### src/rtl/par2ser_tx_if.sv
// par2ser_tx bus: load-side and serial-side valid/ready handshakes.
// master = word producer / bit consumer (env), slave = transmitter.
interface par2ser_tx_if #(
  parameter int WIDTH = 8
);
  logic             load_valid;
  logic             load_ready;
  logic [WIDTH-1:0] load_data;
  logic             ser_valid;
  logic             ser_ready;
  logic             ser_bit;
  logic             ser_last;

  modport master (
    output load_valid, load_data, ser_ready,
    input  load_ready, ser_valid, ser_bit, ser_last
  );

  modport slave (
    input  load_valid, load_data, ser_ready,
    output load_ready, ser_valid, ser_bit, ser_last
  );
endinterface

### src/rtl/par2ser_tx.sv
// par2ser_tx: parallel-to-serial transmitter with a one-word holding buffer.
// Ports: clk, rst (sync, active-high), bus (par2ser_tx_if.slave), busy.
// Macro PAR2SER_MSB_FIRST_EN: MSB goes out first (default LSB first).
module par2ser_tx #(
  parameter int WIDTH = 8
) (
  input  logic          clk,
  input  logic          rst,
  par2ser_tx_if.slave   bus,
  output logic          busy
);
  localparam int CW = $clog2(WIDTH);

  typedef enum logic {IDLE, SHIFT} state_t;

  state_t           state_q, state_d;
  logic [WIDTH-1:0] sh_q, sh_d;
  logic [WIDTH-1:0] hold_q, hold_d;
  logic             hold_full_q, hold_full_d;
  logic [CW-1:0]    cnt_q, cnt_d;

  logic             load_acc;
  logic             ser_acc;
  logic             last;
  logic             out_bit;
  logic [WIDTH-1:0] sh_next;

`ifdef PAR2SER_MSB_FIRST_EN
  assign out_bit = sh_q[WIDTH-1];
  assign sh_next = {sh_q[WIDTH-2:0], 1'b1};
`else
  assign out_bit = sh_q[0];
  assign sh_next = {1'b1, sh_q[WIDTH-1:1]};
`endif

  assign last     = (state_q == SHIFT) && (cnt_q == CW'(WIDTH-1));
  assign load_acc = bus.load_valid && bus.load_ready;
  assign ser_acc  = bus.ser_valid && bus.ser_ready;

  assign bus.load_ready = !hold_full_q;
  assign bus.ser_valid  = (state_q == SHIFT);
  assign bus.ser_last   = last;
  // Line idles high whenever no word is in flight.
  assign bus.ser_bit    = (state_q == SHIFT) ? out_bit : 1'b1;
  assign busy           = (state_q == SHIFT) || hold_full_q;

  always_comb begin
    state_d     = state_q;
    sh_d        = sh_q;
    hold_d      = hold_q;
    hold_full_d = hold_full_q;
    cnt_d       = cnt_q;
    unique case (state_q)
      IDLE: begin
        if (load_acc) begin
          sh_d    = bus.load_data;
          cnt_d   = '0;
          state_d = SHIFT;
        end
      end
      SHIFT: begin
        if (ser_acc && !last) begin
          sh_d  = sh_next;
          cnt_d = cnt_q + CW'(1);
        end else if (ser_acc && last) begin
          if (hold_full_q) begin
            sh_d        = hold_q;
            hold_full_d = 1'b0;
            cnt_d       = '0;
          end else if (load_acc) begin
            sh_d  = bus.load_data;
            cnt_d = '0;
          end else begin
            // Final shift leaves sh all ones for the idle line.
            sh_d    = sh_next;
            cnt_d   = '0;
            state_d = IDLE;
          end
        end
        // A word arriving mid-word parks in the holding buffer.
        if (load_acc && !(ser_acc && last)) begin
          hold_d      = bus.load_data;
          hold_full_d = 1'b1;
        end
      end
      default: state_d = IDLE;
    endcase
  end

  always_ff @(posedge clk) begin
    if (rst) begin
      state_q     <= IDLE;
      sh_q        <= '1;
      hold_q      <= '0;
      hold_full_q <= 1'b0;
      cnt_q       <= '0;
    end else begin
      state_q     <= state_d;
      sh_q        <= sh_d;
      hold_q      <= hold_d;
      hold_full_q <= hold_full_d;
      cnt_q       <= cnt_d;
    end
  end
endmodule

### src/flat_wrapper.sv
// flat-port wrapper written by rule: the top's interface ports become plain ports
module par2ser_tx_flat 
#(
  parameter int WIDTH = 8
)
  (clk, rst, busy, bus_load_valid, bus_load_data, bus_ser_ready, bus_load_ready, bus_ser_valid, bus_ser_bit, bus_ser_last);
  par2ser_tx_if #(.WIDTH(WIDTH)) bus_i ();
  input  logic clk;
  input  logic rst;
  output logic busy;
  input wire logic [$bits(bus_i.load_valid)-1:0] bus_load_valid;
  input wire logic [$bits(bus_i.load_data)-1:0] bus_load_data;
  input wire logic [$bits(bus_i.ser_ready)-1:0] bus_ser_ready;
  output wire logic [$bits(bus_i.load_ready)-1:0] bus_load_ready;
  output wire logic [$bits(bus_i.ser_valid)-1:0] bus_ser_valid;
  output wire logic [$bits(bus_i.ser_bit)-1:0] bus_ser_bit;
  output wire logic [$bits(bus_i.ser_last)-1:0] bus_ser_last;
  assign bus_i.load_valid = bus_load_valid;
  assign bus_i.load_data = bus_load_data;
  assign bus_i.ser_ready = bus_ser_ready;
  assign bus_load_ready = bus_i.load_ready;
  assign bus_ser_valid = bus_i.ser_valid;
  assign bus_ser_bit = bus_i.ser_bit;
  assign bus_ser_last = bus_i.ser_last;
  par2ser_tx #(.WIDTH(WIDTH)) u_core (.clk(clk), .rst(rst), .bus(bus_i), .busy(busy));
endmodule
### config.mk
export PLATFORM = sky130hd
export DESIGN_NAME = par2ser_tx_flat
export DESIGN_NICKNAME = d
export VERILOG_FILES = /design/src/rtl/par2ser_tx_if.sv /design/src/rtl/par2ser_tx.sv /design/src/flat_wrapper.sv
export SDC_FILE = /design/constraint.sdc
export NUM_CORES = 1
export LEC_CHECK = 0
export BUFFER_PORTS_ARGS = -buffer_cell sky130_fd_sc_hd__clkbuf_2
export CORE_MARGIN = 3
export CORE_UTILIZATION = 49
export DETAILED_ROUTE_END_ITERATION = 16
export HOLD_SLACK_MARGIN = 0.1
export MAX_ROUTING_LAYER = met4
export PLACE_DENSITY = 0.71
export SYNTH_ARGS = -nofsm -noshare
export SYNTH_HDL_FRONTEND = slang
export SYNTH_SLANG_ARGS = --single-unit
### constraint.sdc
create_clock -name clk -period 3.1 [get_ports clk]
set_clock_uncertainty 0.05 [all_clocks]
set_input_delay 0.62 -clock clk [delete_from_list [all_inputs] [get_ports clk]]
set_output_delay 0.62 -clock clk [all_outputs]
set_load 0.01 [all_outputs]
==> summary.txt, run 1 <==
Die
  • Die height: roughly 53 microns
  • Core area: a little over 2000 sq um
  • Cell row count: 16
  • Die Width: ~53 microns
  • IO Pins: 17
  • Full die area: ~2800 sq um
  • Initial Utilization: roughly 53%

Clock tree
  • CTS H-tree lvls: 1
  • CTS Sinks: 21
  • Cts repair resizes: 0
  • CTS Hold Buffers Added: 0
  • Clock buffer depth: 2
  • Clock Tree Root: clkbuf_4
  • Clock transition at the registers of the reported paths: ~0.11 ns
  • CTS tree: built
  • Worst skew pair latency: 0.30 ns
  • Inserted Clock Buffers: 3
  • Setup Buffers After CTS: 0

STA
  • Final setup fails: 0
  • Setup TNS: 0 ns
  • Max-slew violations: 0
  • Final hold slack: between 0.4 and 0.5 ns
  • Tmin final: 2.07 ns
  • RSZ-0062 raised after global routing: false
  • Max_slew headroom: 56.3%
  • Final worst slack: a little over 1 ns
  • Final worst-path cycle share: around 67%
  • Final hold vios: 0
  • FMAX: ~0.48 GHz
  • Least-Margin Pin Slew: 0.654 ns

Layout
  • Fill count: 197
  • Final nets: ~150
  • Share of layout cells above drive strength 1: 18.1%
  • Synth-to-layout area growth: 6.98%
  • Antenna cells: 0

Route
  • Final Routed Wirelength: between 2000 and 2500 microns
  • Post-DR wirelength/cell: ~13 microns
  • Via count: 904
  • Number of remaining DRC errors: 0
  • Starting DRC count in detailed routing: 18
  • Vias/cell: 5.48
  • DRT Pass-1 Iters: 6
  • Antenna viol nets, final: 0

Hold path
  • Hold Path Class: reg -> reg

Place
  • Pre-CTS WS: approximately 1.2 ns
  • Detailed Place HPWL: roughly 1600 microns
  • IO Port Bufs: 16
  • Gpl congestion: 0.833

Yosys
  • Syn nets: about 140
  • EDFF count, synth: 0
  • Flops & latches, synth: 21
  • Cell taking the most area after synthesis: dfxtp_1
  • Cell area after synthesis: between 1000 and 1500 sq um
  • Post-synth top area share: between 30% and 40%
  • Synth top area cells: dfxtp_1 39%, a21oi_1 8.4%, mux2i_1 7.4%, a22oi_1 6.3%, o211ai_1 4.9%
  • Yosys Warn Count: 0
  • Seq/Total Area, Yosys: between 30% and 40%
  • Most common flop cell mapped by yosys: dfxtp_1
  • Ys async rst share: 0%
  • Syn_area_per_cell: about 8.4 sq um
  • Synth unique cells: 30
  • Most common cell in the netlist: dfxtp_1
  • Cells after Synth: roughly 130
  • Synth top cells by count: 21 x dfxtp_1, 18 x a21oi_1, 12 x nand2_1, 12 x nor2_1, 9 x a22oi_1

Job
  • Max-capacitance violation count: 0

Setup path
  • Delay of the slowest critical-path stage: 0.76 ns
  • Critical path class: reg -> out
  • WP buf/inv: 1
  • Worst-path cell chain: or2_2, clkbuf_2
  • CP Data Required Time: about 2.4 ns
  • Crit path launch type: flip-flop
  • Crit path arrival time: 1.40 ns
  • Worst Path Max Fanout: 19
  • Critical Path End Type: primary output
  • Slowest cell on crit path: dfxtp_1
  • Crit path max-delay family: flip-flops

GRT
  • GRT Total Usage: roughly 18%
  • Grt ovf: 0
  • Vias in the first global route: 859
  • First-pass GRT wire length: 3690 microns
  • Initial antenna violation count: 0
  • Largest net degree at the start of global routing: 23

Status
  • Outcome: finished clean

Power and ir drop
  • Total power: between 0.5 and 0.6 mW
  • Peak supply drop: approximately 310 uV
  • Power per cell area: between 400 and 500 nW/um^2
  • Leakage power: approximately 0.45 nW
==> tightest hold or removal path: stages (launching register included) <==
cell     delay (ns)
dfxtp_1        0.34
a21oi_1        0.06
o21ai_1        0.06
==> where the power goes <==
| part | internal [mW] | switching, mW | leakage [nW] |
|---|---|---|---|
| clock network | 0.0501 | 0.0783 | 0.0150 |
| logic | 0.0411 | 0.0526 | 0.267 |
| registers | 0.289 | 0.0196 | 0.172 |
==> final timing paths <==
path	startpoint	end	slack, ns	depth (start not counted)
max	u_core.hold_full_q	busy	1.03	2
min	u_core.sh_q[6]	u_core.sh_q[6]	0.44	2
max reg2reg	u_core.bus.ser_valid	u_core.hold_q[7]	1.26	3
min reg2reg	u_core.sh_q[6]	u_core.sh_q[6]	0.44	2
==> state kept, by name, indices dropped and copies added (netlist names) <==
register and cells:
u_core.hold_full_q 1, u_core.cnt_q 3, u_core.bus.ser_valid 1, u_core.sh_q 8, u_core.hold_q 8
==> metrics by stage <==
step                std cells  util [%]  instance area (sq um)
global route              165      56.9                   1150
finish                    165      56.9                   1150
floorplan                 128         -                   1080
detailed placement        161      55.6                   1120
global placement          161      55.6                   1120
CTS                       165      56.9                   1150
==> kinds of logic after synthesis <==
| logic type | after synthesis | synth area share, % |
|---|---|---|
| flip-flops | 21 | 39.1 |
| AND/OR/NAND/NOR | 36 | 16.9 |
| buffers and inverters | 15 | 7.79 |
| multiplexers | 8 | 7.44 |
| adder cells (fa/ha/maj) | 2 | 2.33 |
| AO/OA/AOI/OAI | 46 | 26.5 |
==> area by class of cell <==
class	count	area, sq um	area share (%)
Clock buffer	4	26.3	2.28
Inverter	5	18.8	1.63
Multi-Input combinational cell	92	572	49.7
Sequential cell	21	420	36.5
Tap cell	27	33.8	2.93
Timing Repair Buffer	16	80.1	6.96
==> placed cells by master, fill, tap and decap left out, drive strengths merged, types with 2 or more instances in the layout <==
cell | Yosys | routed
a22oi | 9 | 9
nand2 | 12 | 12
mux2i | 8 | 8
o21ai | 9 | 9
a21oi | 19 | 19
and2 | 2 | 2
nor2 | 13 | 13
ha | 2 | 2
dfxtp | 21 | 21
inv | 5 | 5
o211ai | 7 | 7
nand2b | 2 | 2
clkbuf | 3 | 20
==> layer usage <==
layer	GRT usage [%]	part of all wire (%)
met4	6.38	0.64
met2	29.3	46
met1	22.3	51
met5	-	0
met3	3.38	2.3
(Power assumes the default switching activity.)
==> run 2: changes to the inputs <==
--- a/config.mk
+++ b/config.mk
@@ -11,7 +11,7 @@
 export DETAILED_ROUTE_END_ITERATION = 16
 export HOLD_SLACK_MARGIN = 0.1
 export MAX_ROUTING_LAYER = met4
-export PLACE_DENSITY = 0.71
+export PLACE_DENSITY = 0.73
 export SYNTH_ARGS = -nofsm -noshare
 export SYNTH_HDL_FRONTEND = slang
 export SYNTH_SLANG_ARGS = --single-unit
==> constraint.sdc (replaced) <==
create_clock -name clk -period 1.8 [get_ports clk]
set_clock_uncertainty 0.05 [all_clocks]
set_input_delay 0.36 -clock clk [delete_from_list [all_inputs] [get_ports clk]]
set_output_delay 0.36 -clock clk [all_outputs]
set_load 0.01 [all_outputs]
==> run 2 against run 1 <==
Against the previous run: routed wire length increased by 18%; utilization is 3.7 points higher; sequential share of layout area fell by 2.1 points; via count grew 9.8%; final cell count increased by 4.8%; critical path depth up 2; power grew 80%; non-clock buffer count rose by 8; sequential power up 69%; count of clock-buffer cells in the layout did not move.
==> summary.txt, run 2 (same netlist as run 1, synthesis figures left out) <==
Status
  • Outcome: finished clean

Die
  • Core area: 2020 sq um (unchanged)
  • Cell row count: 16 (unchanged)
  • Initial Utilization: 53.2% (unchanged)
  • Full die area: 2790 sq um (unchanged)
  • IO Pins: 17 (unchanged)
  • Die height: 52.9 microns (unchanged)
  • Die Width: 52.9 microns (unchanged)

STA
  • Setup TNS: 0 ns (unchanged)
  • FMAX: around 0.58 GHz
  • Final worst-path cycle share: between 90% and 100%
  • Final hold vios: 0 (unchanged)
  • Final worst slack: 0.0737 ns (-0.958 ns)
  • Final setup fails: 0 (unchanged)
  • Max_slew headroom: 67.0% (+11 points)
  • RSZ-0062 raised after global routing: false
  • Tmin final: 1.73 ns
  • Max-slew violations: 0 (unchanged)
  • Least-Margin Pin Slew: 0.495 ns (-0.159 ns)

Layout
  • Share of layout cells above drive strength 1: 24.0% (+5.9 points)
  • Core Util, Final: 60.6% (+3.7 points)
  • Synth-to-layout area growth: 14.0%
  • Commonest non-fill, non-tap cell in the layout: dfxtp_1
  • Fill count: 188 (-4.6%)
  • Multi-input gate area: 582 sq um (+1.8%)
  • Register area: 422 sq um (+0.30%)
  • Biggest regs: u_core.hold_q: 8 flops, u_core.sh_q: 8 flops, u_core.cnt_q: 3 flops
  • Commonest cells after routing, fill and taps aside: 20 x dfxtp_1, 18 x a21oi_1, 16 x clkbuf_2
  • Final nets: 161 (+5.2%)
  • Antenna cells: 0 (unchanged)

Place
  • Detailed Place HPWL: 1760 microns (+11%)
  • Pre-CTS WS: 0.0890 ns (-1.14 ns)
  • IO Port Bufs: 16 (unchanged)
  • Gpl congestion: 0.870 (+4.4%)

Clock tree
  • CTS H-tree lvls: 1 (unchanged)
  • CTS tree: built
  • Clock buffer depth: 2 (unchanged)
  • CTS Sinks: 21 (unchanged)
  • Clock Tree Root: clkbuf_4
  • CTS Hold Buffers Added: 0 (unchanged)
  • Clock transition at the registers of the reported paths: 0.12 ns (about the same)
  • Inserted Clock Buffers: 3 (unchanged)
  • Worst skew pair latency: 0.30 ns (about the same)

Setup path
  • Crit path launch type: flip-flop
  • Critical path class: reg -> out
  • Crit path arrival time: 1.32 ns (-0.08 ns)
  • CP Data Required Time: 1.39 ns (-1.04 ns)
  • Critical Path End Type: primary output
  • Worst Path Max Fanout: 5 (-14)

GRT
  • GRT Total Usage: 21.6% (+3.5 points)
  • Largest net degree at the start of global routing: 23 (unchanged)
  • First-pass GRT wire length: 4320 microns (+17%)
  • Grt ovf: 0 (unchanged)
  • Vias in the first global route: 950 (+11%)
  • Initial antenna violation count: 0 (unchanged)

Route
  • Final Routed Wirelength: 2560 microns (+18%)
  • Antenna viol nets, final: 0 (unchanged)
  • DRT Pass-1 Iters: 4 (-2)
  • Via count: 993 (+9.8%)
  • Number of remaining DRC errors: 0 (unchanged)
  • Post-DR wirelength/cell: 14.8 microns (+12%)
  • Starting DRC count in detailed routing: 28 (+10)
  • Vias/cell: 5.74 (+4.8%)

Hold path
  • Hold Path Class: in -> reg

Power and ir drop
  • Total power: 0.955 mW (+80%)
  • Peak supply drop: 420 uV (+33%)
  • Power per cell area: 779 nW/um^2 (+69%)
  • Leakage power: 0.494 nW (+8.6%)

Job
  • Max-capacitance violation count: 0 (unchanged)
run 2: worst paths after layout:
check                   start               end  slack [ns]  cells past startpoint
min          bus_load_data[3]  u_core.hold_q[3]        0.27                      3
min reg2reg    u_core.sh_q[0]    u_core.sh_q[0]        0.44                      2
max           u_core.cnt_q[0]      bus_ser_last        0.07                      4
max reg2reg   u_core.cnt_q[0]  u_core.hold_q[1]        0.13                      7
run 2: per-stage QoR:
stage	hold slack, ns	std cells	instance area [sq um]
final	0.270	173	1230
after global routing	0.274	173	1230
after CTS	0.266	172	1200
after detailed placement	0.412	168	1180
after global placement	0.405	168	1180
after floorplan	0.393	128	1080
run 2: routing by layer:
metal  up-vias  global-route usage [%]  wire, microns
li1        493                       -              -
met1       472                    29.0           1200
met2        24                    31.8           1220
met3         4                    2.54            103
met4         0                    11.1             34
met5         -                       -              0
run 2: report_power, final:
part,switching (mW),internal [mW],leakage [nW]
clock,0.145,0.0865,0.0150
combinational,0.116,0.0873,0.306
sequential,0.0224,0.498,0.173
total,0.283,0.671,0.494
run 2: critical path, cell delays in order, from the launching register on:
cell and delay [ns]:
dfxtp_1 0.37, ha_1 0.16, ha_2 0.21, and2_1 0.14, clkbuf_2 0.13
run 2: cell type report:
cell class / count / area share (%)
Clock buffer: 4 / 2.14
Inverter: 5 / 1.53
Multi-Input combinational cell: 92 / 47.4
Sequential cell: 21 / 34.4
Tap cell: 27 / 2.76
Timing Repair Buffer: 24 / 11.7
run 2: timing repair:
action	in CTS	in global routing
buffers inserted	0	1
endpoints found under the setup margin	1	9
resized for setup	1	3
